[src/rtl/mem_requester.sv]
// Bus initiator that turns single CPU-side requests into BRAM strobe/addr/data sequences,
// hiding read latency and fetching 16-bit little-endian operands as two byte reads.
module mem_requester #(
  parameter int DATA_WIDTH   = 8,
  parameter int ADDR_WIDTH   = 16,
  parameter int READ_LATENCY = 1
) (
  input  logic                    clk,
  input  logic                    resetn,
  input  logic                    req_valid,
  output logic                    req_ready,
  input  logic                    req_write,
  input  logic                    req_word,
  input  logic                    req_zp_wrap,
  input  logic [ADDR_WIDTH-1:0]   req_addr,
  input  logic [DATA_WIDTH-1:0]   req_wdata,
  output logic                    rsp_valid,
  output logic [2*DATA_WIDTH-1:0] rsp_data,
  output logic                    busy,
  output logic                    mem_rd_enable,
  output logic                    mem_wr_enable,
  output logic [ADDR_WIDTH-1:0]   mem_addr,
  output logic [DATA_WIDTH-1:0]   mem_wr_data,
  input  logic [DATA_WIDTH-1:0]   mem_rd_data
);

  if (READ_LATENCY != 1 && READ_LATENCY != 2) begin : g_bad_latency
    $error("mem_requester: READ_LATENCY must be 1 or 2");
  end

  localparam logic [1:0] IDLE = 2'd0;
  localparam logic [1:0] WR   = 2'd1;
  localparam logic [1:0] RD   = 2'd2;

  localparam logic [1:0] LO_CNT = 2'(READ_LATENCY);
  localparam logic [1:0] HI_CNT = 2'(READ_LATENCY + 1);
  localparam logic [ADDR_WIDTH-1:0] PAGE_MASK = ADDR_WIDTH'(8'hFF);

  logic [1:0]            state;
  logic [1:0]            lat_cnt;
  logic                  word_q;
  logic [ADDR_WIDTH-1:0] hi_addr_q;
  logic [DATA_WIDTH-1:0] lo_q;
  logic [ADDR_WIDTH-1:0] addr_inc;
  logic [ADDR_WIDTH-1:0] hi_addr;

  // Zero-page style wrap keeps the high-byte fetch inside the 256-byte page of A.
  always_comb begin
    addr_inc = req_addr + ADDR_WIDTH'(1);
    hi_addr  = addr_inc;
    if (req_zp_wrap)
      hi_addr = (req_addr & ~PAGE_MASK) | (addr_inc & PAGE_MASK);
  end

  assign req_ready = (state == IDLE);
  assign busy      = ~req_ready;

  always_ff @(posedge clk or negedge resetn) begin
    if (!resetn) begin
      state         <= IDLE;
      lat_cnt       <= 2'd0;
      word_q        <= 1'b0;
      hi_addr_q     <= '0;
      lo_q          <= '0;
      rsp_valid     <= 1'b0;
      rsp_data      <= '0;
      mem_rd_enable <= 1'b0;
      mem_wr_enable <= 1'b0;
      mem_addr      <= '0;
      mem_wr_data   <= '0;
    end else begin
      rsp_valid <= 1'b0;
      case (state)
        IDLE: begin
          if (req_valid) begin
            word_q    <= req_word & ~req_write;
            hi_addr_q <= hi_addr;
            mem_addr  <= req_addr;
            lat_cnt   <= 2'd0;
            if (req_write) begin
              mem_wr_enable <= 1'b1;
              mem_wr_data   <= req_wdata;
              state         <= WR;
            end else begin
              mem_rd_enable <= 1'b1;
              state         <= RD;
            end
          end
        end
        WR: begin
          mem_wr_enable <= 1'b0;
          rsp_valid     <= 1'b1;
          state         <= IDLE;
        end
        RD: begin
          lat_cnt <= lat_cnt + 2'd1;
          // A word read keeps the strobe up one more cycle for the high byte.
          if (lat_cnt == 2'd0 && word_q)
            mem_addr <= hi_addr_q;
          else
            mem_rd_enable <= 1'b0;
          if (lat_cnt == LO_CNT) begin
            if (word_q) begin
              lo_q <= mem_rd_data;
            end else begin
              rsp_data  <= {{DATA_WIDTH{1'b0}}, mem_rd_data};
              rsp_valid <= 1'b1;
              state     <= IDLE;
            end
          end
          if (lat_cnt == HI_CNT) begin
            rsp_data  <= {mem_rd_data, lo_q};
            rsp_valid <= 1'b1;
            state     <= IDLE;
          end
        end
        default: state <= IDLE;
      endcase
    end
  end

endmodule
[config.mk]
export PLATFORM = sky130hd
export DESIGN_NAME = mem_requester
export DESIGN_NICKNAME = d
export VERILOG_FILES = /design/src/rtl/mem_requester.sv
export SDC_FILE = /design/constraint.sdc
export NUM_CORES = 1
export LEC_CHECK = 0
export CAP_MARGIN = 20
export CORE_MARGIN = 2
export CORE_UTILIZATION = 53
export CTS_CLUSTER_DIAMETER = 80
export DETAILED_ROUTE_END_ITERATION = 6
export GPL_TIMING_DRIVEN = 1
export PLACE_DENSITY_LB_ADDON = 0.15
export SLEW_MARGIN = 15
export SYNTH_ARGS = -nofsm -noshare
export SYNTH_HDL_FRONTEND = slang
export SYNTH_SLANG_ARGS = --single-unit
export TNS_END_PERCENT = 5
[constraint.sdc]
create_clock -name clk -period 4 [get_ports clk]
set_clock_uncertainty 0.05 [all_clocks]
set_input_delay 0.8 -clock clk [delete_from_list [all_inputs] [get_ports clk]]
set_output_delay 0.8 -clock clk [all_outputs]
set_load 0.05 [all_outputs]
==> flow_metrics.env, run 1 <==
export IMPL_comb_power_share=0.505
export IMPL_p_int_uw=2220
export IMPL_clock_power_share=0.180
export IMPL_clock_sinks=72
export IMPL_relSlewSlack=0.401
export IMPL_ys_ff_latch=72
export IMPL_multi_input_area_um2=1520
export IMPL_antenna_found_initial=0
export IMPL_drt_total_wl_um=7310
export IMPL_cp_arrival_ns=2.09
export IMPL_startpoint_type="register"
export IMPL_dr_pass1_iters=4
export IMPL_clkLatencyLatePin_ns=0.35
export IMPL_wire_per_inst_um=15.1
export IMPL_grt_usage=0.222
export IMPL_numCtsBuffers=9
export IMPL_rsz0062_at_grt="false"
export IMPL_p_switching_uw=1790
export IMPL_worstSetupPathType="reg2out"
export IMPL_yosysWarnings=0
export IMPL_setup_viol=0
export IMPL_port_buffers=82
export IMPL_globalRouteOverflowTotal=0
export IMPL_cts_tree="yes"
export IMPL_drtIter0Drc=148
export IMPL_clk_pin_slew_ns=0.08
export IMPL_reg2reg_slack_ns=1.47
export IMPL_antennaDiodeCount=0
export IMPL_die_y_um=84.3
export IMPL_drv_slew=0
export IMPL_seq_area_um2=1800
export IMPL_grt_pass1_vias=2588
export IMPL_postCtsSetupRepairBufs=0
export IMPL_ir_drop_uv=570
export IMPL_cp_max_fo=10
export IMPL_drive_above_1_share=0.110
export IMPL_core_area_um2=6280
export IMPL_status="finished, final reports clean"
export IMPL_period_needed_ns=2.94
export IMPL_syn_num_nets=369
export IMPL_row_count=29
export IMPL_vias=2613
export IMPL_postSynthCellCount=323
export IMPL_syn_area_um2=3420
export IMPL_ys_types=39
export IMPL_syn2layout_area_growth_pct=32.7
export IMPL_n_fill_cell=482
export IMPL_fin_crit_sh=0.734
export IMPL_fmax_mhz=340
export IMPL_syn_area_per_cell_um2=10.6
export IMPL_fin_total_pwr_uw=4000
export IMPL_holdBufCountCts=0
export IMPL_cp_end_kind="primary output"
export IMPL_grt_pass1_wl_um=12500
export IMPL_power_leakage_uw=0.00191
export IMPL_root_buffer="clkbuf_8"
export IMPL_yosysSeqAreaShare=0.527
export IMPL_cap_violations=0
export IMPL_required_ns=3.15
export IMPL_cts_resized_gates=0
export IMPL_hpwl_um=4910
export IMPL_ant_nets=0
export IMPL_grt_start_max_net_pins=73
export IMPL_hold_violations=0
export IMPL_htreeDepth=3
export IMPL_die_area_um2=7110
export IMPL_cellPowerDensity_nw_per_um2=882
export IMPL_ios=83
export IMPL_gp_routability_congestion=0.785
export IMPL_start_util=0.545
export IMPL_seq_power_share=0.315
export IMPL_layout_nets=449
export IMPL_clockBufferDepth=2
export IMPL_die_width_um=84.3
export IMPL_switching_share=0.446
export IMPL_drc=0
export IMPL_hold_path_class="reg2reg"
export IMPL_viasPerCell=5.39
export IMPL_fin_setup_tns_ns=0
export IMPL_tightest_slew_ns=0.899
[power by group through the flow]
| stage | clock network (uW) | logic [uW] | registers (uW) |
|---|---|---|---|
| after floorplan | 0 | 690 | 1950 |
| after global routing | 764 | 2160 | 1310 |
| final | 721 | 2020 | 1260 |
| after CTS | 736 | 2040 | 1260 |
| after detailed placement | 0 | 2030 | 1270 |
| after global placement | 0 | 1990 | 1250 |
[synthesized netlist by cell type (all sizes together)]
master | instances | area share
clkbuf | 6 | 0.0070
xnor2 | 9 | 0.023
a21oi | 20 | 0.030
o22ai | 1 | 0.0018
a22o | 2 | 0.0051
o21a | 2 | 0.0044
inv | 6 | 0.0066
nand4 | 2 | 0.0081
nand2b | 5 | 0.0091
mux2 | 17 | 0.056
a21boi | 1 | 0.0022
nand3 | 16 | 0.027
dfrtp | 72 | 0.53
xor2 | 3 | 0.0077
nor2b | 1 | 0.0018
nor2 | 22 | 0.024
a211o | 1 | 0.0026
a32o | 1 | 0.0029
and3 | 3 | 0.0055
and4 | 1 | 0.0026
nand4b | 2 | 0.0051
and2 | 1 | 0.0018
nand2 | 50 | 0.056
nor3 | 3 | 0.0077
ha | 8 | 0.029
mux2i | 27 | 0.079
o21ai | 27 | 0.042
buf | 10 | 0.014
nor4 | 4 | 0.011
[worst max-delay path, stage by stage (launching register included)]
cell	delay (ns)
dfrtp_1	0.41
inv_1	0.10
ha_1	0.36
clkdlybuf4s50_1	0.87
[through the flow]
stage	instance area (um2)	util	setup slack [ns]	cells	hold WS (ns)
3_3_place_gp	4290	0.683	1.48	469	0.400
5_1_grt	4540	0.723	0.982	485	0.441
6_report	4540	0.723	1.06	485	0.418
2_1_floorplan	3420	-	1.73	323	0.399
3_5_place_dp	4290	0.683	1.41	469	0.405
4_1_cts	4540	0.723	1.06	485	0.422
[final cells by class]
| cell class | count | area share |
|---|---|---|
| clock buffer | 10 | 0.0303 |
| sequential | 72 | 0.397 |
| inverter | 6 | 0.00496 |
| clock inverter | 6 | 0.0254 |
| timing repair buffer | 85 | 0.185 |
| tap | 77 | 0.0212 |
| multi-input combinational | 229 | 0.336 |
[sequential cells by signal, summed over array words and instances (netlist names)]
name           flops
hi_addr_q         16
rsp_data          16
lo_q               8
mem_wr_enable      1
lat_cnt            2
mem_rd_enable      1
state              2
mem_wr_data        8
word_q             1
rsp_valid          1
mem_addr          16
[routing by layer]
layer	vias up	GRT usage	routed length [um]
li1	1276	-	-
met1	1251	0.313	3410
met2	76	0.330	3330
met3	10	0.0511	433
met4	0	0.0968	135
met5	-	0	0
[layout by cell type, fill, tap and decap left out, drive strengths merged, types with 2 or more instances in the layout]
cell type | synthesis | layout
nor4 | 4 | 4
nand3 | 16 | 16
bufinv | 0 | 3
o21ai | 27 | 27
mux2 | 17 | 17
a21oi | 20 | 20
inv | 6 | 7
dfrtp | 72 | 72
mux2i | 27 | 27
nand2 | 50 | 50
and3 | 3 | 3
nor3 | 3 | 3
ha | 8 | 8
xor2 | 3 | 3
nand4 | 2 | 2
clkdlybuf4s50 | 0 | 81
clkbuf | 6 | 10
a22o | 2 | 2
nand2b | 5 | 5
o21a | 2 | 2
nor2 | 22 | 22
xnor2 | 9 | 9
nand4b | 2 | 2
buf | 10 | 4
[path summary, 6_finish.rpt]
kind | start | to | depth (start not counted)
min in group asynchronous | resetn | mem_addr[3]$_DFFE_PN0P_ | 1
min reg2reg | rsp_data[11]$_DFFE_PN0P_ | rsp_data[11]$_DFFE_PN0P_ | 2
max reg2reg | state[0]$_DFFE_PN0P_ | rsp_data[7]$_DFFE_PN0P_ | 5
max in group asynchronous | resetn | mem_wr_enable$_DFFE_PN0P_ | 1
max | state[1]$_DFFE_PN0P_ | req_ready | 3
min | rsp_data[11]$_DFFE_PN0P_ | rsp_data[11]$_DFFE_PN0P_ | 2
[cells by family (layout without fill, tap and decap cells)]
logic type	after synthesis	in the layout	share of synthesized area
buf+inv	22	107	0.0274
compound gates	55	55	0.0911
flops	72	72	0.527
mux	44	44	0.135
xor+xnor	12	12	0.0307
simple gates	110	110	0.160
fa+ha+maj	8	8	0.0293
No activity file was read; power rests on OpenSTA's default activity.
==> inputs of run 2 (changes only) <==
Settings changed: CORE_UTILIZATION 53 to 45.
Clock period 4 ns to 2.4 ns, I/O delays scaled along.
==> run 2 against run 1 <==
Sequential power rose by 66%. Flip-flop and latch count did not move. Power rose by 62%. Register-to-register slack got worse by 1.1 ns. Via count barely moved. Critical endpoint is now mem_rd_enable. Largest cell class unchanged.
==> flow_metrics.env, run 2 (synthesized netlist as in run 1, its figures left out) <==
export IMPL_antenna_found_initial=0
export IMPL_crit_family="buffers and inverters"
export IMPL_drive_above_1_share=0.126
export IMPL_ios=83
export IMPL_ant_nets=0
export IMPL_numCtsBuffers=9
export IMPL_port_buffers=82
export IMPL_clockBufferDepth=2
export IMPL_fin_util=0.628
export IMPL_drtIter0Drc=111
export IMPL_period_needed_ns=2.08
export IMPL_top_regs="hi_addr_q: 16 flops, mem_addr: 16 flops, rsp_data: 16 flops"
export IMPL_fin_crit_sh=0.866
export IMPL_globalRouteOverflowTotal=0
export IMPL_cp_arrival_ns=1.55
export IMPL_setup_viol=0
export IMPL_viasPerCell=5.11
export IMPL_start_util=0.469
export IMPL_vias=2615
export IMPL_cts_tree="yes"
export IMPL_cap_violations=0
export IMPL_relSlewSlack=0.564
export IMPL_tightest_slew_ns=0.655
export IMPL_antennaDiodeCount=0
export IMPL_clk_pin_slew_ns=0.09
export IMPL_layout_commonest_cell="clkdlybuf4s50_1"
export IMPL_die_y_um=91.2
export IMPL_syn2layout_area_growth_pct=33.9
export IMPL_grt_usage=0.188
export IMPL_drv_slew=0
export IMPL_crit_slowest_cell="clkdlybuf4s50_1"
export IMPL_drt_total_wl_um=7300
export IMPL_hpwl_um=5220
export IMPL_hold_path_class="in2async"
export IMPL_die_area_um2=8310
export IMPL_layout_cells_most_common_list="clkdlybuf4s50_1 (79), dfrtp_1 (72), nand2_1 (49)"
export IMPL_drc=0
export IMPL_clock_sinks=72
export IMPL_dr_pass1_iters=4
export IMPL_layout_nets=454
export IMPL_final_setup_worst_slack_ns=0.321
export IMPL_ir_drop_uv=673
export IMPL_n_fill_cell=630
export IMPL_core_area_um2=7290
export IMPL_grt_pass1_vias=2636
export IMPL_crit_buf_inv=1
export IMPL_holdBufCountCts=0
export IMPL_startpoint_type="register"
export IMPL_wire_per_inst_um=14.3
export IMPL_grt_start_max_net_pins=39
export IMPL_row_count=31
export IMPL_rsz0062_at_grt="false"
export IMPL_required_ns=1.87
export IMPL_cp_end_kind="primary output"
export IMPL_die_width_um=91.2
export IMPL_htreeDepth=3
export IMPL_cellPowerDensity_nw_per_um2=1420
export IMPL_hold_violations=0
export IMPL_fin_setup_tns_ns=0
export IMPL_status="finished, final reports clean"
export IMPL_cts_resized_gates=0
export IMPL_critical_path_cell_chain="clkdlybuf4s50_1"
export IMPL_power_leakage_uw=0.00192
export IMPL_clkLatencyLatePin_ns=0.34
export IMPL_grt_pass1_wl_um=12600
export IMPL_postCtsSetupRepairBufs=0
export IMPL_cp_max_fo=3
export IMPL_fin_total_pwr_uw=6500
export IMPL_root_buffer="clkbuf_8"
export IMPL_worstSetupPathType="reg2out"
export IMPL_fmax_mhz=481
export IMPL_cpPeakStageDelay_ns=0.82
export IMPL_gp_routability_congestion=0.789
export IMPL_pre_cts_slack_ns=0.156
## run 2: cell count changes in the layout (fill, tap and decap cells not counted), sizes merged, moves of 2 or more
cell	change
bufinv	-2
clkdlybuf4s50	-2
inv	+3
buf	+7
## run 2: worst paths after layout
kind	end	start	slack [ns]	cells past startpoint
worst max-delay path	mem_rd_enable	mem_rd_enable$_DFFE_PN0P_	0.32	1
worst min-delay path	mem_addr[3]$_DFFE_PN0P_	resetn	0.03	1
worst max register to register	mem_wr_data[7]$_DFFE_PN0P_	state[1]$_DFFE_PN0P_	0.42	5
worst min register to register	rsp_data[9]$_DFFE_PN0P_	rsp_data[9]$_DFFE_PN0P_	0.42	2
max in group asynchronous	word_q$_DFFE_PN0P_	resetn	1.71	2
min in group clk	rsp_data[9]$_DFFE_PN0P_	rsp_data[9]$_DFFE_PN0P_	0.42	2
## run 2: per-stage QoR
stage | instances | hold slack (ns) | cell area, um2
after floorplan | 323 | 0.134 | 3420
after global placement | 496 | 0.404 | 4370
after detailed placement | 496 | 0.405 | 4370
after CTS | 512 | 0.0325 | 4580
after global routing | 512 | 0.0483 | 4580
final | 512 | 0.0269 | 4580
## run 2: report_power, final
part           leakage, uW  internal [uW]  total, uW  switching [uW]
Clock             0.000100            502       1010             513
Combinational     0.000964           1210       3400            2180
Sequential        0.000860           1790       2090             300
Total              0.00192           3500       6500            3000
## run 2: per-layer routing
layer | global-route usage | vias up | part of all wire
met3 | 0.0340 | 10 | 0.034
met2 | 0.304 | 49 | 0.48
met5 | 0 | - | 0
met4 | 0.0657 | 0 | 0.014
met1 | 0.256 | 1265 | 0.47
li1 | - | 1291 | -
## run 2: layout make-up
class,instances,area (um2),share of cell area
Clock buffer,9,124,0.0270
Clock inverter,7,85.1,0.0186
Inverter,6,22.5,0.00492
Multi-Input combinational cell,229,1520,0.333
Sequential cell,72,1800,0.393
Tap cell,99,124,0.0270
Timing Repair Buffer,90,898,0.196
==> inputs of run 3 (changes only) <==
Settings changed: CORE_UTILIZATION 45 to 40.
==> run 3 against run 2 <==
Via count shrank 1.6%. Fmax grew 0.34%. Flip-flop and latch count is the same. Core utilization shrank 6.8 points. First-iteration DRC count shrank 29%. Register-to-register slack lost 0.06 ns. Sequential power is essentially flat. Highest routed layer unchanged. Critical path type unchanged. Largest power group unchanged.
==> flow_metrics.env, run 3 (synthesized netlist as in run 1, its figures left out) <==
export IMPL_status="finished, final reports clean"
export IMPL_clkLatencyLatePin_ns=0.34
export IMPL_cap_violations=0
export IMPL_die_area_um2=9300
export IMPL_root_buffer="clkbuf_8"
export IMPL_cts_tree="yes"
export IMPL_crit_family="buffers and inverters"
export IMPL_drt_total_wl_um=7340
export IMPL_crit_buf_inv=3
export IMPL_cp_max_fo=10
export IMPL_htreeDepth=3
export IMPL_period_needed_ns=2.07
export IMPL_top_regs="hi_addr_q: 16 flops, mem_addr: 16 flops, rsp_data: 16 flops"
export IMPL_port_buffers=82
export IMPL_clock_sinks=72
export IMPL_pre_cts_slack_ns=0.188
export IMPL_setup_viol=0
export IMPL_drtIter0Drc=79
export IMPL_tightest_slew_ns=0.512
export IMPL_postCtsSetupRepairBufs=0
export IMPL_hpwl_um=5280
export IMPL_cts_resized_gates=0
export IMPL_critPathMostFrequentCell="inv_1"
export IMPL_holdBufCountCts=0
export IMPL_worstSetupPathType="reg2out"
export IMPL_ant_nets=0
export IMPL_ios=83
export IMPL_required_ns=1.87
export IMPL_layout_cells_most_common_list="clkdlybuf4s50_1 (79), dfrtp_1 (72), nand2_1 (49)"
export IMPL_fmax_mhz=483
export IMPL_row_count=33
export IMPL_crit_path_start="state[1]$_DFFE_PN0P_"
export IMPL_clockBufferDepth=2
export IMPL_wire_per_inst_um=14.2
export IMPL_fin_area_um2=4620
export IMPL_grt_pass1_wl_um=12000
export IMPL_layout_nets=455
export IMPL_numCtsBuffers=9
export IMPL_fin_setup_tns_ns=0
export IMPL_power_leakage_uw=0.00195
export IMPL_grt_start_max_net_pins=42
export IMPL_drv_slew=0
export IMPL_startpoint_type="register"
export IMPL_die_width_um=96.5
export IMPL_cp_end_kind="primary output"
export IMPL_fin_total_pwr_uw=6620
export IMPL_critical_path_cell_chain="inv_1, ha_1, inv_1, buf_4"
export IMPL_core_area_um2=8260
export IMPL_relSlewSlack=0.658
export IMPL_drive_above_1_share=0.128
export IMPL_ir_drop_uv=809
export IMPL_vias=2574
export IMPL_worst_hold_slack_ns=0.0130
export IMPL_crit_slowest_cell="dfrtp_1"
export IMPL_grt_pass1_vias=2416
export IMPL_antenna_found_initial=0
export IMPL_final_setup_worst_slack_ns=0.328
export IMPL_viasPerCell=4.96
export IMPL_drc=0
export IMPL_clk_pin_slew_ns=0.08
export IMPL_start_util=0.414
export IMPL_r2r_start="state[0]$_DFFE_PN0P_"
export IMPL_cp_arrival_ns=1.54
export IMPL_hold_violations=0
export IMPL_cellPowerDensity_nw_per_um2=1430
export IMPL_rsz0062_at_grt="false"
export IMPL_gp_routability_congestion=0.765
export IMPL_cpPeakStageDelay_ns=0.40
export IMPL_antennaDiodeCount=0
export IMPL_fin_crit_sh=0.863
export IMPL_syn2layout_area_growth_pct=35.2
export IMPL_hold_path_class="in2async"
export IMPL_grt_usage=0.172
export IMPL_dr_pass1_iters=4
export IMPL_globalRouteOverflowTotal=0
export IMPL_layout_commonest_cell="clkdlybuf4s50_1"
export IMPL_dpl_cell_area_um2=4390
export IMPL_die_y_um=96.5
-- run 3: cell type report --
class | instances | area [um2]
fill | 768 | 3630
inverter | 6 | 22.5
timing repair buffer | 91 | 906
sequential | 72 | 1800
multi-input combinational | 229 | 1520
tap | 105 | 131
clock inverter | 4 | 73.8
clock buffer | 12 | 165
-- run 3: layer usage --
| layer | up-vias | global-route usage | wire length (um) |
|---|---|---|---|
| li1 | 1288 | - | - |
| met1 | 1223 | 0.237 | 3560 |
| met2 | 58 | 0.255 | 3320 |
| met3 | 5 | 0.0543 | 393 |
| met4 | 0 | 0.0634 | 67 |
| met5 | - | 0 | 0 |
-- run 3: final timing paths --
check,end,slack [ns],cells past startpoint
max reg2reg,lo_q[2]$_DFFE_PN0P_,0.36,5
min,mem_addr[4]$_DFFE_PN0P_,0.01,1
max in group asynchronous,hi_addr_q[15]$_DFFE_PN0P_,1.72,2
min reg2reg,rsp_data[15]$_DFFE_PN0P_,0.42,2
min in group clk,rsp_data[15]$_DFFE_PN0P_,0.42,2
max,busy,0.33,4
-- run 3: power by group --
| part | switching [uW] | total [uW] | internal (uW) | leakage, uW |
|---|---|---|---|---|
| logic | 2170 | 3390 | 1220 | 0.000969 |
| clock network | 463 | 1140 | 673 | 0.000123 |
| registers | 303 | 2090 | 1790 | 0.000860 |
| total | 2940 | 6620 | 3680 | 0.00195 |
-- run 3: stage by stage --
stage                     utilization  std cells
after floorplan                     -        323
after global placement          0.531        503
after detailed placement        0.531        503
after CTS                       0.560        519
after global routing            0.560        519
final                           0.560        519
